**config.mk**
```make
export PLATFORM = sky130hd
export DESIGN_NAME = kernel_launcher
export DESIGN_NICKNAME = d
export VERILOG_FILES = /design/src/rtl/kernel_launcher_pkg.sv /design/src/rtl/launcher_result_slot.sv /design/src/rtl/kernel_launcher.sv
export SDC_FILE = /design/constraint.sdc
export NUM_CORES = 1
export LEC_CHECK = 0
export ABC_AREA = 1
export CAP_MARGIN = 20
export CORE_MARGIN = 1.5
export CORE_UTILIZATION = 45
export DETAILED_ROUTE_END_ITERATION = 12
export PLACE_DENSITY = 0.78
export REMOVE_ABC_BUFFERS = 1
export SETUP_SLACK_MARGIN = 0.5
export SLEW_MARGIN = 20
export SYNTH_ARGS = -nofsm -noshare
export SYNTH_HDL_FRONTEND = slang
export SYNTH_HIERARCHICAL = 1
export SYNTH_SLANG_ARGS = --single-unit
```
**constraint.sdc**
```tcl
create_clock -name clk -period 1.6 [get_ports clk]
set_clock_uncertainty 0.15 [all_clocks]
set_input_delay 0.32 -clock clk [delete_from_list [all_inputs] [get_ports clk]]
set_output_delay 0.32 -clock clk [all_outputs]
set_load 0.02 [all_outputs]
```
**src/rtl/kernel_launcher_pkg.sv**
```systemverilog
// Shared definitions for the kernel launcher: FSM state encoding and the
// counter saturation helper.
package kernel_launcher_pkg;

  localparam logic [1:0] ST_IDLE   = 2'd0;
  localparam logic [1:0] ST_LAUNCH = 2'd1;
  localparam logic [1:0] ST_RUN    = 2'd2;
  localparam logic [1:0] ST_ERROR  = 2'd3;

  // All-ones value for a counter of the given width (up to 64 bits).
  function automatic logic [63:0] sat_max(input int unsigned width);
    return (width >= 64) ? {64{1'b1}} : ((64'd1 << width) - 64'd1);
  endfunction

endpackage

```
**src/rtl/launcher_result_slot.sv**
```systemverilog
// One-entry valid/ready output register; a new capture takes priority over
// draining the current entry.
module launcher_result_slot #(
  parameter int WIDTH = 24
) (
  input  logic             clk,
  input  logic             rst,
  input  logic             capture,
  input  logic [WIDTH-1:0] data_in,
  input  logic             ready,
  output logic             valid,
  output logic [WIDTH-1:0] data
);

  // NOTE: sequential state is written with non-blocking assignments only, so
  // every flop samples pre-edge values regardless of block ordering.
  always_ff @(posedge clk) begin
    if (rst) begin
      valid <= 1'b0;
      data  <= '0;
    end else if (capture) begin
      valid <= 1'b1;
      data  <= data_in;
    end else if (valid && ready) begin
      valid <= 1'b0;
    end
  end

endmodule

```
**src/rtl/kernel_launcher.sv**
```systemverilog
// Host-side ap_start/ap_ready/ap_done initiator: launches one kernel run per
// argument token and returns the result with its RUN-cycle latency.
module kernel_launcher
  import kernel_launcher_pkg::*;
#(
  parameter int ARG_WIDTH = 8,
  parameter int RES_WIDTH = 8,
  parameter int CNT_WIDTH = 16,
  parameter int TIMEOUT   = 0
) (
  input  logic                 clk,
  input  logic                 rst,
  input  logic [ARG_WIDTH-1:0] arg_in,
  input  logic                 arg_valid,
  output logic                 arg_ready,
  output logic [RES_WIDTH-1:0] res_out,
  output logic [CNT_WIDTH-1:0] res_cycles,
  output logic                 res_valid,
  input  logic                 res_ready,
  output logic                 ap_start,
  input  logic                 ap_ready,
  input  logic                 ap_done,
  output logic [ARG_WIDTH-1:0] k_arg,
  input  logic [RES_WIDTH-1:0] k_res,
  output logic                 busy,
  output logic                 timeout
);

  localparam logic [CNT_WIDTH-1:0] CNT_MAX  = CNT_WIDTH'(sat_max(CNT_WIDTH));
  localparam logic [CNT_WIDTH-1:0] WDT_LAST = CNT_WIDTH'(TIMEOUT - 1);

  logic [1:0]                     state, state_next;
  logic [CNT_WIDTH-1:0]           cnt, cnt_inc;
  logic                           accept, capture, wdt_hit;
  logic [RES_WIDTH+CNT_WIDTH-1:0] slot_data;

  // The kernel cannot stall ap_done, so a token is only taken once the
  // result slot is guaranteed free.
  assign arg_ready = !rst && (state == ST_IDLE) && (!res_valid || res_ready);
  assign accept    = arg_valid && arg_ready;
  assign ap_start  = (state == ST_LAUNCH);
  assign busy      = (state != ST_IDLE);
  assign cnt_inc   = (cnt == CNT_MAX) ? cnt : cnt + CNT_WIDTH'(1);
  assign capture   = (state == ST_RUN) && ap_done;
  assign wdt_hit   = (TIMEOUT != 0) && (state == ST_RUN) && !ap_done && (cnt == WDT_LAST);

  // NOTE: state_next gets a default before the case so no path leaves it
  // unassigned, which would otherwise infer a latch.
  always_comb begin
    state_next = state;
    case (state)
      ST_IDLE:   if (accept) state_next = ST_LAUNCH;
      ST_LAUNCH: if (ap_ready) state_next = ST_RUN;
      ST_RUN: begin
        if (capture)      state_next = ST_IDLE;
        else if (wdt_hit) state_next = ST_ERROR;
      end
      default:   state_next = ST_ERROR;
    endcase
  end

  always_ff @(posedge clk) begin
    if (rst) begin
      state   <= ST_IDLE;
      k_arg   <= '0;
      cnt     <= '0;
      timeout <= 1'b0;
    end else begin
      state <= state_next;
      if (accept) k_arg <= arg_in;
      if (state == ST_LAUNCH && ap_ready) cnt <= '0;
      else if (state == ST_RUN)           cnt <= cnt_inc;
      if (wdt_hit) timeout <= 1'b1;
    end
  end

  launcher_result_slot #(
    .WIDTH(RES_WIDTH + CNT_WIDTH)
  ) u_slot (
    .clk    (clk),
    .rst    (rst),
    .capture(capture),
    .data_in({k_res, cnt_inc}),
    .ready  (res_ready),
    .valid  (res_valid),
    .data   (slot_data)
  );

  assign res_out    = slot_data[RES_WIDTH+CNT_WIDTH-1:CNT_WIDTH];
  assign res_cycles = slot_data[CNT_WIDTH-1:0];

endmodule

```
==> results.md <==
* Status: complete, but fails checks
* Failing checks: negative setup slack
* Final ANT Viol Nets at 0
* Starting Density at 0.475
* Ratio of cells with drive above 1 in the final layout at 0.628
* Reg power frac at 0.324
* Max Clock Freq at ~550 MHz
* CTS tree: yes
* Most common library cell in the layout ignoring fill and taps: buf_6
* Post-Synth XOR/XNOR Area at 0.0213
* P_int at roughly 3.4 mW
* Vias per cell at around 5.9
* Critical Path Start Type: flop
* Routed len/inst at about 22 microns
* Placed wire-length estimate at roughly 4200 microns
* Clock slew at reported path FFs at approximately 0.1 ns
* Placeable Area at between 0.005 and 0.006 sq mm
* Finished Layout Cells at approximately 550
* Clock Latency Late Sink at 0.32 ns
* Main combinational cell family by area after synthesis: simple AND/OR/NAND/NOR gates
* Post-synthesis sequential area ratio at 0.413
* Via count at between 3,000 and 4,000
* Req. time, crit path at between 1.5 and 2 ns
* Gate power share at 0.547
* DR pass1 iterations at 6
* Post-Synth Adder-Cell Area at 0.0253
* Post-Syn Instances at roughly 360
* Most frequent cells in the layout: buf_6, nor2_1, dfxtp_2
* Sw power at 2.61 mW
* Synth Area in Simple Gates at 0.329
* Rows at 26
* Number of DRC markers in iteration 0 at approximately 460
* Routability cong. at 0.852
* Residual DRC at 0
* PwrDens at ~1300 mW/mm^2
* First-pass GRT wire length at ~14,000 microns
* Synth Area in Compound Gates at 0.104
* Root buffer cell: clkbuf_8
* Top cells by area, synth: dfxtp_1, nor2_1, nand2_1
* Hold WC Path Type: in2reg
* Final hold vios at 0
* Final core occ at 0.899
* Synth top area share at 0.413
* CTS max path bufs at 2
* Fillers at about 190
* CP Data Arrival Time at 1.91 ns
* Vias in the first global route at 2,995
* FF+latch count, synth at between 50 and 60
* Synth unique cells at 28
* Switching share of power at 0.435
* WS Path Type: reg2reg
* Period utilization at 1.14
* Syn Area/Cell at approximately 7 sq um
* Worst setup EP type: flop
* Area grow syn2layout at 89.4%
* Tmin final at approximately 1.8 ns
* Port buffer count at between 50 and 60
* I/O pin count at slightly below 60
* Mux contribution to synthesized area at 0
* Finish-stage setup viols at 25
* Die width at roughly 77 microns
* Final global-route overflow total at 0
* H-tree Lvls at 2
* Die ar. at around 0.0059 sq mm
* Layout Nets at 504
* Ys Warns at 6
* Gr usage total at 0.302
* Initial antenna violation count at 0
* Post-synth top area cell: dfxtp_1
* CTS Buf Count at 5
* Leak pwr at about 2.1 nW
* Clock share of power at 0.129
* TritonCTS sink count at between 50 and 60
* Ant diodes at 0
* Final wirelength at 12,000 microns
* Cts hold-fix bufs at 0
* Final worst slack at -0.229 ns
* Unrepaired setup endpoints after global routing: yes
* Pin count of the biggest net entering global routing at 18
* Crit Path Max Fanout at 3
* Maxcap violations at 0
* Maximum VDD drop at about 950 uV
* Placed Cells incl. Taps at about 500
* Netlist Area Pre-Place at about 0.0025 sq mm
* Final Slew Violations at 0
* Chip height at approximately 77 microns
[worst paths after layout]
check,start,cells after the start,slack [ns],end
worst min-delay path,res_ready,4,0.28,u_slot/valid
worst min register to register,k_arg[3],2,0.34,k_arg[3]
worst max register to register,cnt[5],9,-0.23,u_slot/data[1]
worst max-delay path,cnt[5],9,-0.23,u_slot/data[1]
[kinds of logic (layout without fill, tap and decap cells)]
logic type               after synthesis  count (layout)
adder cells (fa/ha/maj)                5               5
XOR/XNOR                               6               6
AO/OA/AOI/OAI                         51              51
flip-flops                            51              51
AND/OR/NAND/NOR                      186             186
other                                  1               1
buffers and inverters                 59             178
[per-stage QoR]
| step | power, mW | setup slack (ns) | TNS (ns) | area, sq um | hold WS, ns |
|---|---|---|---|---|---|
| 3_3_place_gp | 3.57 | -0.523 | -3.52 | 3300 | 0.303 |
| 3_5_place_dp | 3.61 | -0.513 | -4.29 | 3300 | 0.307 |
| 6_report | 6.01 | -0.229 | -2.23 | 4680 | 0.280 |
| 4_1_cts | 5.10 | -0.0182 | -0.0182 | 4170 | 0.254 |
| 2_1_floorplan | 2.76 | -0.384 | -8.66 | 2390 | 0.239 |
| 5_1_grt | 6.19 | -0.282 | -3.51 | 4680 | 0.300 |
[Yosys cell counts, drive strengths merged]
master,number
o21ai,40
nand3,32
buf,7
dfxtp,51
inv,47
ha,5
clkbuf,5
o211ai,1
xor2,4
a21oi,10
nand2,64
or2,1
conb,1
xnor2,2
nand3b,1
nor2,86
nand4,2
[worst max-delay path, stage by stage, from the launching register on]
cell     delay [ns]
dfxtp_2        0.40
nand2_2        0.11
nor2_2         0.21
nand2_4        0.13
inv_4          0.10
buf_4          0.14
nand3_1        0.17
nand2_2        0.12
nor2_1         0.05
nor2_1         0.16
[final cells by class]
| type | instances | area [sq um] | share of cell area |
|---|---|---|---|
| clock buffer | 7 | 76.3 | 0.0163 |
| clock inverter | 1 | 5.00 | 0.00107 |
| inverter | 47 | 221 | 0.0473 |
| multi-input combinational | 249 | 1880 | 0.402 |
| sequential | 51 | 1080 | 0.232 |
| tap | 70 | 87.6 | 0.0187 |
| timing repair buffer | 119 | 1260 | 0.270 |
| timing repair inverter | 4 | 60.1 | 0.0128 |
[repair_timing]
action | CTS | global route
resized for setup | 414 | 111
buffers inserted | 14 | 14
endpoints found under the hold margin | 0 | 0
endpoints found under the setup margin | 87 | 87
pin swaps | 50 | 70
gates cloned | 5 | 0
[registers in the layout, indices dropped and copies added (netlist names)]
register	count
u_slot/data	24
cnt	16
k_arg	8
state	2
u_slot/valid	1
[metal layers]
metal | vias to the layer above | global-route usage | wire length (microns)
met5 | - | 0 | 0
met4 | 0 | 0.149 | 908
met3 | 87 | 0.0714 | 1150
met2 | 246 | 0.542 | 5720
met1 | 1564 | 0.333 | 4250
li1 | 1355 | - | -
[power groups by stage]
| stage | clock network [mW] | logic [mW] | registers, mW |
|---|---|---|---|
| after floorplan | 0 | 0.789 | 1.97 |
| after global placement | 0 | 1.81 | 1.76 |
| after detailed placement | 0 | 1.84 | 1.78 |
| after CTS | 0.735 | 2.50 | 1.87 |
| after global routing | 0.801 | 3.42 | 1.97 |
| final | 0.773 | 3.29 | 1.95 |
Power figures use the tool's default switching activity.
